### src/rtl/bc_io_pkg.sv
// Shared types and constants for the Basic Computer serial I/O ports.
package bc_io_pkg;

  localparam int unsigned INPR_WIDTH       = 8;
  localparam int unsigned DEF_CLKS_PER_BIT = 16;
  localparam int unsigned HALF_BIT_DEF     = DEF_CLKS_PER_BIT / 2;

  typedef enum logic [2:0] {
    StIdle,
    StStart,
    StData,
    StParity,
    StStop
  } rx_state_e;

  function automatic int unsigned half_bit(input int unsigned clks_per_bit);
    return clks_per_bit / 2;
  endfunction

endpackage

### src/rtl/bc_rx_baud_gen.sv
// Bit-period counter for the serial receiver: half-period load on start detect,
// full-period reload after every sample pulse.
module bc_rx_baud_gen
  import bc_io_pkg::*;
#(
  parameter int unsigned CLKS_PER_BIT = DEF_CLKS_PER_BIT
) (
  input  logic clk,
  input  logic reset_n,
  input  logic run,
  input  logic load_half,
  output logic sample
);

  localparam int unsigned CW = $clog2(CLKS_PER_BIT);
  localparam logic [CW-1:0] FULL_M1 = CW'(CLKS_PER_BIT - 1);
  localparam logic [CW-1:0] HALF_M1 = CW'(half_bit(CLKS_PER_BIT) - 1);

  logic [CW-1:0] cnt_q, cnt_d;

  always_comb begin
    cnt_d = cnt_q;
    if (load_half) begin
      cnt_d = HALF_M1;
    end else if (!run || (cnt_q == '0)) begin
      cnt_d = FULL_M1;
    end else begin
      cnt_d = cnt_q - 1'b1;
    end
  end

  always_ff @(posedge clk or negedge reset_n) begin
    if (!reset_n) begin
      cnt_q <= FULL_M1;
    end else begin
      cnt_q <= cnt_d;
    end
  end

  assign sample = run && !load_half && (cnt_q == '0);

endmodule

### src/rtl/bc_input_port.sv
// Basic Computer serial input port: 8N1 receiver feeding INPR and the FGI flag.
// Define BC_INPUT_PARITY_EN to receive 8E1 frames with an even-parity check.
module bc_input_port
  import bc_io_pkg::*;
#(
  parameter int unsigned CLKS_PER_BIT = DEF_CLKS_PER_BIT
) (
  input  logic                  clk,
  input  logic                  reset_n,
  input  logic                  rx,
  input  logic                  fgi_clear,
  output logic                  FGI,
  output logic [INPR_WIDTH-1:0] INPR,
  output logic                  overrun,
  output logic                  frame_err
);

  localparam int unsigned BCW = $clog2(INPR_WIDTH);
  localparam logic [BCW-1:0] LAST_BIT = BCW'(INPR_WIDTH - 1);

  logic                  rx_meta_q, rx_s_q, rx_prev_q;
  logic [1:0]            arm_q;
  rx_state_e             state_q;
  logic [BCW-1:0]        bit_cnt_q;
  logic [INPR_WIDTH-1:0] shift_q, inpr_q;
  logic                  fgi_q, overrun_q, frame_err_q;
  logic                  start_det, sample, run, stop_bad;

  // Edge detection is held off until rx_prev_q carries a real line value, so a
  // line held low through reset is not mistaken for a start bit.
  always_ff @(posedge clk or negedge reset_n) begin
    if (!reset_n) begin
      rx_meta_q <= 1'b1;
      rx_s_q    <= 1'b1;
      rx_prev_q <= 1'b1;
      arm_q     <= 2'd0;
    end else begin
      rx_meta_q <= rx;
      rx_s_q    <= rx_meta_q;
      rx_prev_q <= rx_s_q;
      if (arm_q != 2'd3) begin
        arm_q <= arm_q + 2'd1;
      end
    end
  end

  assign start_det = (state_q == StIdle) && (arm_q == 2'd3) && rx_prev_q && !rx_s_q;
  assign run       = (state_q != StIdle);

  bc_rx_baud_gen #(
    .CLKS_PER_BIT(CLKS_PER_BIT)
  ) u_baud (
    .clk      (clk),
    .reset_n  (reset_n),
    .run      (run),
    .load_half(start_det),
    .sample   (sample)
  );

`ifdef BC_INPUT_PARITY_EN
  logic par_q;
  assign stop_bad = !rx_s_q || par_q;
`else
  assign stop_bad = !rx_s_q;
`endif

  always_ff @(posedge clk or negedge reset_n) begin
    if (!reset_n) begin
      state_q     <= StIdle;
      bit_cnt_q   <= '0;
      shift_q     <= '0;
      inpr_q      <= '0;
      fgi_q       <= 1'b0;
      overrun_q   <= 1'b0;
      frame_err_q <= 1'b0;
`ifdef BC_INPUT_PARITY_EN
      par_q       <= 1'b0;
`endif
    end else begin
      if (fgi_clear) begin
        fgi_q       <= 1'b0;
        overrun_q   <= 1'b0;
        frame_err_q <= 1'b0;
      end
      unique case (state_q)
        StIdle: begin
          if (start_det) begin
            state_q <= StStart;
          end
        end
        StStart: begin
          if (sample) begin
            if (rx_s_q) begin
              state_q <= StIdle;
            end else begin
              state_q   <= StData;
              bit_cnt_q <= '0;
`ifdef BC_INPUT_PARITY_EN
              par_q     <= 1'b0;
`endif
            end
          end
        end
        StData: begin
          if (sample) begin
            shift_q   <= {rx_s_q, shift_q[INPR_WIDTH-1:1]};
            bit_cnt_q <= bit_cnt_q + 1'b1;
`ifdef BC_INPUT_PARITY_EN
            par_q     <= par_q ^ rx_s_q;
            if (bit_cnt_q == LAST_BIT) begin
              state_q <= StParity;
            end
`else
            if (bit_cnt_q == LAST_BIT) begin
              state_q <= StStop;
            end
`endif
          end
        end
`ifdef BC_INPUT_PARITY_EN
        StParity: begin
          if (sample) begin
            par_q   <= par_q ^ rx_s_q;
            state_q <= StStop;
          end
        end
`endif
        StStop: begin
          if (sample) begin
            state_q <= StIdle;
            // A clear in the same cycle frees INPR, so the new byte loads cleanly.
            if (stop_bad) begin
              frame_err_q <= 1'b1;
            end else if (fgi_q && !fgi_clear) begin
              overrun_q <= 1'b1;
            end else begin
              inpr_q <= shift_q;
              fgi_q  <= 1'b1;
            end
          end
        end
        default: state_q <= StIdle;
      endcase
    end
  end

  assign FGI       = fgi_q;
  assign INPR      = inpr_q;
  assign overrun   = overrun_q;
  assign frame_err = frame_err_q;

endmodule

### config.mk
export PLATFORM = sky130hd
export DESIGN_NAME = bc_input_port
export DESIGN_NICKNAME = d
export VERILOG_FILES = /design/src/rtl/bc_io_pkg.sv /design/src/rtl/bc_rx_baud_gen.sv /design/src/rtl/bc_input_port.sv
export SDC_FILE = /design/constraint.sdc
export NUM_CORES = 1
export LEC_CHECK = 0
export BUFFER_PORTS_ARGS = -buffer_cell sky130_fd_sc_hd__buf_2
export CORE_ASPECT_RATIO = 2
export CORE_MARGIN = 4
export CORE_UTILIZATION = 25
export CTS_CLUSTER_SIZE = 28
export DETAILED_ROUTE_END_ITERATION = 10
export GPL_ROUTABILITY_DRIVEN = 0
export PLACE_DENSITY = 0.47
export SYNTH_ARGS = -nofsm -noshare
export SYNTH_HDL_FRONTEND = slang
export SYNTH_SLANG_ARGS = --single-unit
### constraint.sdc
create_clock -name clk -period 1.85 [get_ports clk]
set_clock_uncertainty 0.15 [all_clocks]
set_input_delay 0.0925 -clock clk [delete_from_list [all_inputs] [get_ports clk]]
set_output_delay 0.0925 -clock clk [all_outputs]
set_load 0.05 [all_outputs]
Word level (Yosys, flattened, before mapping) --
Cells that the tools add are included.
Cells by class: shift-type cells 0, divide/modulo/power cells 0, bitwise gates (word level) 1, add/subtract/negate cells 3, multiply operators 0, mux-type cells 27, reduce and logical (&&, ||, !) cells 19, magnitude comparators 0, eq/ne operators 12
Operators by type and width (number):
- 2-to-1 mux 3 bit | 8
- 2-to-1 mux 1 bit | 14
- != test 2 bit, second input constant | 6
- case mux 3 bit (4 select lines) | 1
- 2-to-1 mux 4 bit | 2
- AND reduction 4 bit | 2
- == test 3 bit, second input constant | 2
- logical AND 1 bit | 6
- case mux 3 bit (2 select lines) | 1
- AND reduction 5 bit | 1
- zero test 1 bit | 4
- zero test 4 bit | 1
- subtractor 4 x 1 -> 4 bit, second input constant | 1
- adder 3 x 1 -> 3 bit, second input constant | 1
- == test 3 x 1 -> 1 bit, second input constant | 1
- == test 3 x 2 -> 1 bit, second input constant | 1
- zero test 3 bit | 1
- nonzero test 3 bit | 1
- adder 2 x 1 -> 2 bit, second input constant | 1
- == test 2 bit, second input constant | 1
- 2-to-1 mux 2 bit | 1
- != test 2 x 1 -> 1 bit, second input constant | 1
- AND reduction 2 bit | 1
- nonzero test 2 bit | 1
- 2 further kinds | 2
Storage, ports and cells: bits in read-only memories 0, memory bits (writable) 0, memories 0, register bits after elaboration 34, latch bits 0, logic and storage cells 74, output and inout port bits 11

Depth between registers and ports, before layout --
Gate-level depths: netlist (run 1).
word-level depth 9, mapped depth 6, depth with buffers taken out 5

By module --
Synthesis (run 1) repeated with hierarchy kept, for this count alone.
Unflattened totals: cells, all modules 131, area total of the unflattened synthesis 1467.7 µm²
Modules (own cells, without submodules):
- bc_input_port | seq. area each 754.5 µm², area an instance 1262.5 µm², cells each 109, times used 1
- bc_rx_baud_gen | seq. area each 105.1 µm², area an instance 205.2 µm², cells each 22, times used 1

Least setup slack after synthesis (run 1) --
OpenSTA, ideal clock, no wires.
path kind register -> register, start point register u_baud.cnt_q[0], end point register bit_cnt_q[2], setup time 0.123 ns, cell stages (with the launch flop) 7, arrival time 1.563 ns, slack 0.014 ns, path through dfstp_2 inv_1 ha_1 or3b_1 buf_2 o31a_1 o221a_1
Between the ends: longest elaborated chain between the ends 4, elaborated cells between the ends (all ways) 5
Ends and longest elaborated chain:
- start, declared | RTL line bc_rx_baud_gen.sv:19 | logic [CW-1:0] cnt_q, cnt_d;
- start signal, assigned | RTL line bc_rx_baud_gen.sv:36 | cnt_q <= cnt_d;
- zero test 4 bit * | RTL line bc_rx_baud_gen.sv:40 | assign sample = run && !load_half && (cnt_q == '0);
- logical AND 1 bit * | RTL line bc_rx_baud_gen.sv:40
- != test 2 bit (no source line)
- AND reduction 4 bit (no source line) *
- end signal, assigned | RTL line bc_input_port.sv:107 | bit_cnt_q <= bit_cnt_q + 1'b1;
- end, declared | RTL line bc_input_port.sv:24 | logic [BCW-1:0] bit_cnt_q;
Every way passes the cells marked *; elsewhere a longest branch is shown, timed or not. A chain may end at the register's enable or synchronous reset.

Worst setup path after layout (run 1) --
start point register u_baud.cnt_q[1], end point register bit_cnt_q[2]
The elaborated chain is that of the path after synthesis.

==> results of run 1 <==
-- flip-flops by register name (all words and copies together) (netlist names) --
register and cells:
FGI 1, INPR 8, arm_q 2, bit_cnt_q 3
frame_err 1, overrun 1, rx_meta_q 1, rx_prev_q 1
rx_s_q 1, shift_q 8, state_q 3, u_baud.cnt_q 4
-- cell usage in the layout (no fill, tap or decap), types with 4 or more instances in the layout --
| cell | instances |
|---|---|
| nand2_1 | 5 |
| buf_4 | 9 |
| buf_2 | 14 |
| dfstp_2 | 7 |
| clkbuf_16 | 5 |
| inv_1 | 4 |
| dfrtp_1 | 27 |
| mux2_2 | 16 |
| a21oi_1 | 6 |
-- layout make-up --
class | instances | area share
clock buffers | 6 | 0.0734
clock inverters | 2 | 0.00661
inverters | 6 | 0.0119
multi-input cells | 69 | 0.325
flip-flops and latches | 34 | 0.454
well taps | 61 | 0.0403
repair buffers | 26 | 0.0886
-- metrics by stage --
stage	power, mW	TNS [ns]
final	2.06	0
after global routing	2.19	0
after CTS	2.08	0
after detailed placement	1.20	-0.103
after global placement	1.19	-0.0212
after floorplan	1.09	0
-- per-layer routing --
metal	vias up	routed length (µm)	share of wire	track usage
met5	-	0	0	0
met4	0	97	0.035	0.0737
met3	7	118	0.042	0.0258
met2	17	1480	0.53	0.150
met1	492	1090	0.39	0.0971
li1	466	-	-	-
-- cells by family (layout without fill, tap and decap cells) --
logic type	after synthesis	count (layout)	share of synthesized area
buffers and inverters	10	40	0.0270
multiplexers	17	17	0.129
adder cells (fa/ha/maj)	4	4	0.0337
flip-flops	34	34	0.579
AND/OR/NAND/NOR	27	27	0.132
XOR/XNOR	2	2	0.0118
AO/OA/AOI/OAI	19	19	0.0877
-- power groups by stage --
| stage | logic, mW | registers [mW] | clock network [mW] |
|---|---|---|---|
| floorplan | 0.190 | 0.897 | 0 |
| global placement | 0.280 | 0.906 | 0 |
| detailed placement | 0.289 | 0.912 | 0 |
| CTS | 0.327 | 0.899 | 0.859 |
| global route | 0.384 | 0.912 | 0.897 |
| finish | 0.332 | 0.902 | 0.829 |
-- repair_timing --
item                       in CTS  in global routing
gates resized for setup         5                  2
setup endpoints to repair      18                  1
hold endpoints to repair       30                  0
setup buffers                   0                  1
hold buffers                    3                  0
pin swaps                       0                  1
-- critical path: stages (launching register included) --
cell and delay, ns:
dfstp_2 0.38, inv_2 0.06, ha_4 0.15, or3b_4 0.41
o31a_1 0.30, o221a_1 0.24
-- path summary, 6_finish.rpt --
kind                                      start      endpoint  slack (ns)  cells past startpoint
worst min register to register        rx_meta_q        rx_s_q        0.21                      0
max in group asynchronous               reset_n      arm_q[0]        0.81                      2
worst max-delay path            u_baud.cnt_q[1]  bit_cnt_q[2]        0.04                      5
min in group asynchronous               reset_n       INPR[3]        0.27                      2
worst max register to register  u_baud.cnt_q[1]  bit_cnt_q[2]        0.04                      5
worst min-delay path                  rx_meta_q        rx_s_q        0.21                      0
-- cells in the mapped netlist --
master | number | area, µm²
or3b_1 | 1 | 8.76
xnor2_1 | 2 | 17.5
nor4b_1 | 2 | 17.5
o221a_1 | 1 | 11.3
or3_1 | 1 | 6.26
ha_1 | 4 | 50.1
nand2b_1 | 3 | 18.8
nand3_1 | 2 | 10.0
inv_1 | 6 | 22.5
o31a_1 | 1 | 8.76
nor3_1 | 2 | 10.0
a21oi_1 | 6 | 30.0
dfstp_2 | 7 | 184
a21o_1 | 1 | 7.51
a211oi_1 | 1 | 7.51
mux2_2 | 16 | 180
and4bb_2 | 1 | 12.5
dfrtp_1 | 27 | 676
a221oi_1 | 1 | 8.76
o22ai_1 | 1 | 6.26
nand4b_1 | 1 | 8.76
nand2_1 | 5 | 18.8
mux2_1 | 1 | 11.3
o21bai_1 | 1 | 7.51
nor3b_2 | 1 | 12.5
nor4b_4 | 1 | 23.8
clkbuf_1 | 2 | 7.51
a31oi_1 | 1 | 6.26
o21ai_0 | 1 | 5.00
nor2_1 | 3 | 11.3
o31ai_1 | 3 | 22.5
buf_2 | 2 | 10.0
nor4bb_1 | 1 | 10.0
nand3_2 | 2 | 20.0
a211o_1 | 1 | 8.76
and3_1 | 1 | 6.26
==> results.json, run 1 <==
{
  "status": "complete, no violations",
  "hold_path.class": "register to register",
  "drive_gt1_frac": 0.441,
  "hpwl_um": 2040,
  "start_util": 0.258,
  "cts_num_sinks": 34,
  "setup_violations": 0,
  "nets": 150,
  "report.final.slew_viol_count": 0,
  "wl_um": 2790,
  "criticalPathCategory": "register to register",
  "fillers": 600,
  "post-place-cells": 192,
  "port_buffers": 14,
  "grt_max_degree": 35,
  "relSlewSlack": 0.507,
  "setup_ws_ns": 0.0376,
  "start_kind": "register",
  "internal_power_mw": 1.53,
  "p_leak_nw": 0.897,
  "drt-pass1-iter-count": 4,
  "finalCritPeriodShare": 0.980,
  "dpl_cell_area_um2": 1670,
  "worst_slew_pin_slew_ns": 0.740,
  "via_count": 982,
  "syn_avg_cell_area_um2": 13.1,
  "cts_tree": "done",
  "drc": 0,
  "clkPwrFrac": 0.402,
  "place_ws_ns": -0.0644,
  "grt_pass1_vias": 1046,
  "ir_worst_vdd_v": 0.000723,
  "die_w_um": 62.5,
  "finalHoldViolCount": 0,
  "gr-total-overflow": 0,
  "yosysUniqueCellTypes": 36,
  "drv_cap": 0,
  "regArea_um2": 860,
  "htreeDepth": 2,
  "num_rows": 39,
  "rsz0062_at_grt": "no",
  "p_sw_frac": 0.261,
  "switching_power_mw": 0.538,
  "yosysWarnings": 0,
  "cts_buffers": 5,
  "netlist_instances": 113,
  "wl_per_cell_um": 13.7,
  "syn-num-nets": 121,
  "fin_crit_ns": 1.81,
  "via_per_inst": 4.81,
  "ant_nets": 0,
  "area_growth_pct": 27.5,
  "crit_arrival_ns": 1.82,
  "cp_max_fo": 5,
  "hold_slack_ns": 0.210,
  "max_freq_mhz": 552,
  "die_h_um": 117,
  "die-area_um2": 7310,
  "final_cells": 204,
  "antenna_found_initial": 0,
  "post-route-util": 0.329,
  "ios": 15,
  "crit_path_end_kind": "register",
  "pwr_density_cell_nw_per_um2": 1090,
  "multi_input_area_um2": 614,
  "design_area_um2": 1890,
  "grt_usage": 0.0911,
  "clockBufferDepth": 2,
  "diodes": 0,
  "ys_seq_area_frac": 0.579,
  "grt_pass1_wl_um": 5070,
  "path_clk_slew_ns": 0.05,
  "combPwrFrac": 0.161,
  "core_region_area_um2": 5760,
  "root_buffer": "clkbuf_16",
  "synth-seq-cells": 34,
  "clk_latency_ns": 0.28,
  "p_seq_frac": 0.437,
  "drtIter0Drc": 15,
  "syn_area_um2": 1480,
  "required_ns": 1.86
}
(Power assumes the default switching activity.)
==> inputs of run 2 (changes only) <==
Settings changed: ABC_AREA set to 1.
==> run 2 against run 1 <==
Net effect: critical path depth increased by 2; via count increased by 2.4%; worst hold slack got worse by 0.0065 ns; first-iteration DRC count decreased by 13%; wire length increased by 0.11%; sequential share of layout area increased by 2.7 points; core utilization decreased by 1.6 points; worst setup slack improved by 0.20 ns; register-to-register slack improved by 0.20 ns; die area decreased by 1.2%; design area decreased by 5.6%; critical path type unchanged; critical endpoint is now INPR[7]; largest cell class unchanged; largest power group is now clock.
==> results.json, run 2 <==
{
  "hpwl_um": 2050,
  "clockBufferDepth": 2,
  "synthSimpleGateAreaFrac": 0.197,
  "yosysUniqueCellTypes": 22,
  "via_per_inst": 4.35,
  "r2r_cells": 7,
  "max_freq_mhz": 622,
  "grt_max_degree": 35,
  "num_rows": 39,
  "holdBufCountCts": 3,
  "synthXorXnorAreaFrac": 0.0120,
  "die-area_um2": 7220,
  "port_buffers": 14,
  "drive_gt1_frac": 0.276,
  "wl_um": 2790,
  "hold_depth": 0,
  "core_region_area_um2": 5710,
  "via_count": 1006,
  "post_cts_buffers": 0,
  "start_util": 0.256,
  "fillers": 597,
  "ant_nets": 0,
  "final_common_cell": "nand2_1",
  "crit_family": "simple AND/OR/NAND/NOR gates",
  "antenna_found_initial": 0,
  "cp_max_fo": 16,
  "cts_tree": "done",
  "post-synth-top-count-cell": "nand2_1",
  "synth_compound_area_frac": 0.100,
  "drt-pass1-iter-count": 2,
  "criticalPathCategory": "register to register",
  "p_leak_nw": 0.882,
  "nets": 177,
  "drtIter0Drc": 13,
  "crit_path_end_kind": "register",
  "cts_num_sinks": 34,
  "synth_top_area_cell": "dfrtp_1",
  "yosys.area_share.adder": 0.0342,
  "async_flop_share": 1.00,
  "synth_edf_count": 0,
  "htreeDepth": 2,
  "finalHoldViolCount": 0,
  "relSlewSlack": 0.505,
  "required_ns": 1.86,
  "syn_avg_cell_area_um2": 9.96,
  "post-route-util": 0.313,
  "clk_latency_ns": 0.27,
  "slowest_delay_ns": 0.36,
  "netlist_instances": 147,
  "cts_resized": 0,
  "slowest_stage": "dfstp_2",
  "setup_violations": 0,
  "hold_slack_ns": 0.204,
  "path_buf_inv": 1,
  "multi_input_area_um2": 514,
  "syn_area_um2": 1460,
  "rsz0062_at_grt": "no",
  "crit_arrival_ns": 1.62,
  "pwr_density_cell_nw_per_um2": 1140,
  "cts_buffers": 5,
  "tns_ns": 0,
  "power_mw": 2.04,
  "die_h_um": 116,
  "synth_common_cells": "nand2_1 (41), dfrtp_1 (27), inv_1 (19)",
  "die_w_um": 62.1,
  "yosysWarnings": 0,
  "yosys-mux-area-fraction": 0.00769,
  "regArea_um2": 860,
  "reg2reg_setup_slack_ns": 0.24,
  "path_cells": "inv_1 -> ha_1 -> nand2_2 -> nor2_4 -> nand3_4 -> nand2_1 -> o21ai_2",
  "wl_per_cell_um": 12.1,
  "report.final.slew_viol_count": 0,
  "path_depth": 7,
  "gr-total-overflow": 0,
  "fin_crit_ns": 1.61,
  "status": "complete, no violations",
  "area_growth_pct": 22.1,
  "diodes": 0,
  "ys_seq_area_frac": 0.587,
  "synthFlopType": "dfrtp_1",
  "layout_common_cells": "nand2_1 (41), dfrtp_1 (27), inv_1 (19)",
  "start_kind": "register",
  "ir_worst_vdd_v": 0.000563,
  "drv_cap": 0,
  "grt_pass1_wl_um": 5020,
  "drc": 0,
  "root_buffer": "clkbuf_16",
  "syn-num-nets": 155,
  "hold_path.class": "register to register",
  "synth_top_cell_area_share": 0.462,
  "synth_top_family_by_area": "simple AND/OR/NAND/NOR gates",
  "finalCritPeriodShare": 0.870,
  "grt_usage": 0.0896,
  "path_clk_slew_ns": 0.05,
  "synth-seq-cells": 34,
  "synth_top_cells_by_area": "dfrtp_1 (46%), dfstp_2 (13%), nand2_1 (11%)",
  "ios": 15,
  "grt_pass1_vias": 1088,
  "worst_slew_pin_slew_ns": 0.742
}
-- run 2: cell count changes in the layout (fill, tap and decap cells not counted), moves of 8 or more --
cell	change
nand2_1	+36
inv_1	+15
mux2_2	-15
buf_4	-9
o21ai_0	+8
o21ai_2	+8
-- run 2: metal layers --
| layer | up-vias | track usage | routed length, µm |
|---|---|---|---|
| li1 | 506 | - | - |
| met1 | 469 | 0.0881 | 1070 |
| met2 | 21 | 0.157 | 1470 |
| met3 | 10 | 0.0260 | 117 |
| met4 | 0 | 0.0680 | 134 |
| met5 | - | 0 | 0 |
-- run 2: power breakdown --
group | switching (mW) | internal [mW] | total [mW]
combinational | 0.143 | 0.0862 | 0.229
sequential | 0.0438 | 0.833 | 0.877
clock | 0.301 | 0.629 | 0.931
-- run 2: layout make-up --
class                           instances  share of cell area
Clock buffer                            5              0.0700
Clock inverter                          3              0.0224
Inverter                               19              0.0399
Multi-Input combinational cell         92               0.288
Sequential cell                        34               0.481
Tap cell                               61              0.0427
Timing Repair Buffer                   17              0.0560
-- run 2: cells by family after synthesis --
| group | count (synthesis) |
|---|---|
| fa+ha+maj | 4 |
| mux | 1 |
| flops | 34 |
| xor+xnor | 2 |
| buf+inv | 21 |
| simple gates | 63 |
| compound gates | 22 |
-- run 2: stage by stage --
step                      worst slack (ns)  std cells  instance area [µm²]
after floorplan                      0.290        147                 1460
after global placement               0.254        220                 1590
after detailed placement             0.236        220                 1590
after CTS                            0.227        231                 1790
after global routing                0.0842        231                 1790
final                                0.241        231                 1790
-- run 2: path summary, 6_finish.rpt --
check | start | endpoint
setup / recovery | u_baud.cnt_q[0] | INPR[7]
hold / removal | rx_meta_q | rx_s_q
setup reg to reg | u_baud.cnt_q[0] | INPR[7]
hold reg to reg | rx_meta_q | rx_s_q
max in group asynchronous | reset_n | bit_cnt_q[2]
min in group asynchronous | reset_n | shift_q[1]
==> inputs of run 3 (changes only) <==
Settings changed: CORE_UTILIZATION 25 to 30, PLACE_DENSITY 0.47 to 0.53.
==> run 3 against run 2 <==
Net effect: sequential share of layout area is 2.3 points higher; power down 19%; global-route usage up 1.0 points; first-iteration DRC count rose by 62%; register-to-register slack got worse by 0.02 ns; design area down 4.6%; core utilization is 5.1 points higher; worst setup slack worse by 0.022 ns; cell count decreased by 2.6%; critical path depth unchanged; critical endpoint is now INPR[4]; largest cell class unchanged; largest power group is now sequential cells.
==> results.json, run 3 (synthesis results as in run 2) <==
{
  "status": "complete, no violations",
  "ios": 15,
  "antenna_found_initial": 0,
  "met2_length_um": 1380,
  "hold_depth": 0,
  "path_clk_slew_ns": 0.06,
  "via_per_inst": 4.60,
  "report.final.slew_viol_count": 0,
  "clockBufferDepth": 2,
  "port_buffers": 14,
  "core_region_area_um2": 4690,
  "relSlewSlack": 0.515,
  "hpwl_um": 1900,
  "drive_gt1_frac": 0.265,
  "final_cells": 225,
  "r2r_cells": 7,
  "max_freq_mhz": 613,
  "grt_usage": 0.100,
  "drc": 0,
  "layout_common_cells": "nand2_1 (41), dfrtp_1 (27), inv_1 (19)",
  "fillers": 464,
  "grt_pass1_wl_um": 4730,
  "wl_per_cell_um": 11.5,
  "ant_nets": 0,
  "die_h_um": 107,
  "cts_tree": "done",
  "top_layer_used": "met4",
  "required_ns": 1.86,
  "crit_arrival_ns": 1.64,
  "start_kind": "register",
  "fin_crit_ns": 1.63,
  "wl_met1_um": 972,
  "crit_path_end_kind": "register",
  "cts_resized": 0,
  "via_count": 1034,
  "worst_slew_pin_slew_ns": 0.727,
  "rsz0062_at_grt": "no",
  "clk_latency_ns": 0.28,
  "path_cells": "inv_1 -> ha_1 -> nand2_2 -> nor2_4 -> nand3_4 -> nand2_1 -> o21ai_2",
  "grt_max_degree": 35,
  "diodes": 0,
  "start_util": 0.312,
  "tns_ns": 0,
  "die_w_um": 57.4,
  "num_rows": 35,
  "post_cts_buffers": 0,
  "cts_num_sinks": 34,
  "slowest_delay_ns": 0.37,
  "final_common_cell": "nand2_1",
  "ir_worst_vdd_v": 0.000614,
  "htreeDepth": 2,
  "grt_pass1_vias": 1104,
  "hold_path.class": "register to register",
  "slowest_stage": "dfstp_2",
  "root_buffer": "clkbuf_8",
  "cp_max_fo": 16,
  "wl_um": 2580,
  "area_growth_pct": 16.4,
  "criticalPathCategory": "register to register",
  "finalHoldViolCount": 0,
  "p_leak_nw": 0.844,
  "finalCritPeriodShare": 0.881,
  "dr_wl_met3_um": 128,
  "drt-pass1-iter-count": 4,
  "drv_cap": 0,
  "drtIter0Drc": 21,
  "nets": 177,
  "pwr_density_cell_nw_per_um2": 971,
  "die-area_um2": 6130,
  "post-place-cells": 214,
  "gr-total-overflow": 0,
  "setup_violations": 0,
  "cts_buffers": 5
}
[run 3: report_power, final]
group | switching [mW] | internal (mW) | total (mW)
Clock | 0.244 | 0.303 | 0.547
Sequential | 0.0450 | 0.832 | 0.877
Combinational | 0.145 | 0.0857 | 0.231
[run 3: worst paths after layout]
path,startpoint,endpoint,slack (ns)
worst max-delay path,u_baud.cnt_q[0],INPR[4],0.22
worst min-delay path,rx_meta_q,rx_s_q,0.22
worst max register to register,u_baud.cnt_q[0],INPR[4],0.22
worst min register to register,rx_meta_q,rx_s_q,0.22
max in group asynchronous,reset_n,arm_q[1],0.82
min in group asynchronous,reset_n,bit_cnt_q[2],0.27
[run 3: per-stage QoR]
step / power, mW / util / area [µm²] / hold slack, ns / setup WS (ns)
2_1_floorplan: 1.06 / - / 1460 / -0.353 / 0.290
3_3_place_gp: 1.11 / 0.338 / 1580 / 0.0415 / 0.250
3_5_place_dp: 1.12 / 0.338 / 1580 / 0.0490 / 0.204
4_1_cts: 1.69 / 0.364 / 1700 / 0.223 / 0.195
5_1_grt: 1.77 / 0.364 / 1700 / 0.232 / 0.0457
6_report: 1.65 / 0.364 / 1700 / 0.219 / 0.219
[run 3: critical path: cells and delay by family, from the launching register on]
family | cells | cell delay, ns
flip-flops | 1 | 0.37
adder cells (fa/ha/maj) | 1 | 0.22
AO/OA/AOI/OAI | 1 | 0.06
buffers and inverters | 1 | 0.07
AND/OR/NAND/NOR | 4 | 0.66
[run 3: per-layer routing]
metal / GRT usage / vias up
met5: 0 / -
met4: 0.0630 / 0
met3: 0.0337 / 10
met2: 0.172 / 24
met1: 0.0990 / 496
li1: - / 504
[run 3: final cells by class]
class	count	area, µm²	share of cell area
flip-flops and latches	34	860	0.504
multi-input cells	92	514	0.302
repair buffers	17	100	0.0587
clock buffers	8	90.1	0.0529
inverters	19	71.3	0.0419
well taps	55	68.8	0.0404
[run 3: timing repair]
action | CTS | global route
hold buffers | 3 | 0
hold endpoints to repair | 30 | 0
endpoints found under the setup margin | 0 | 0
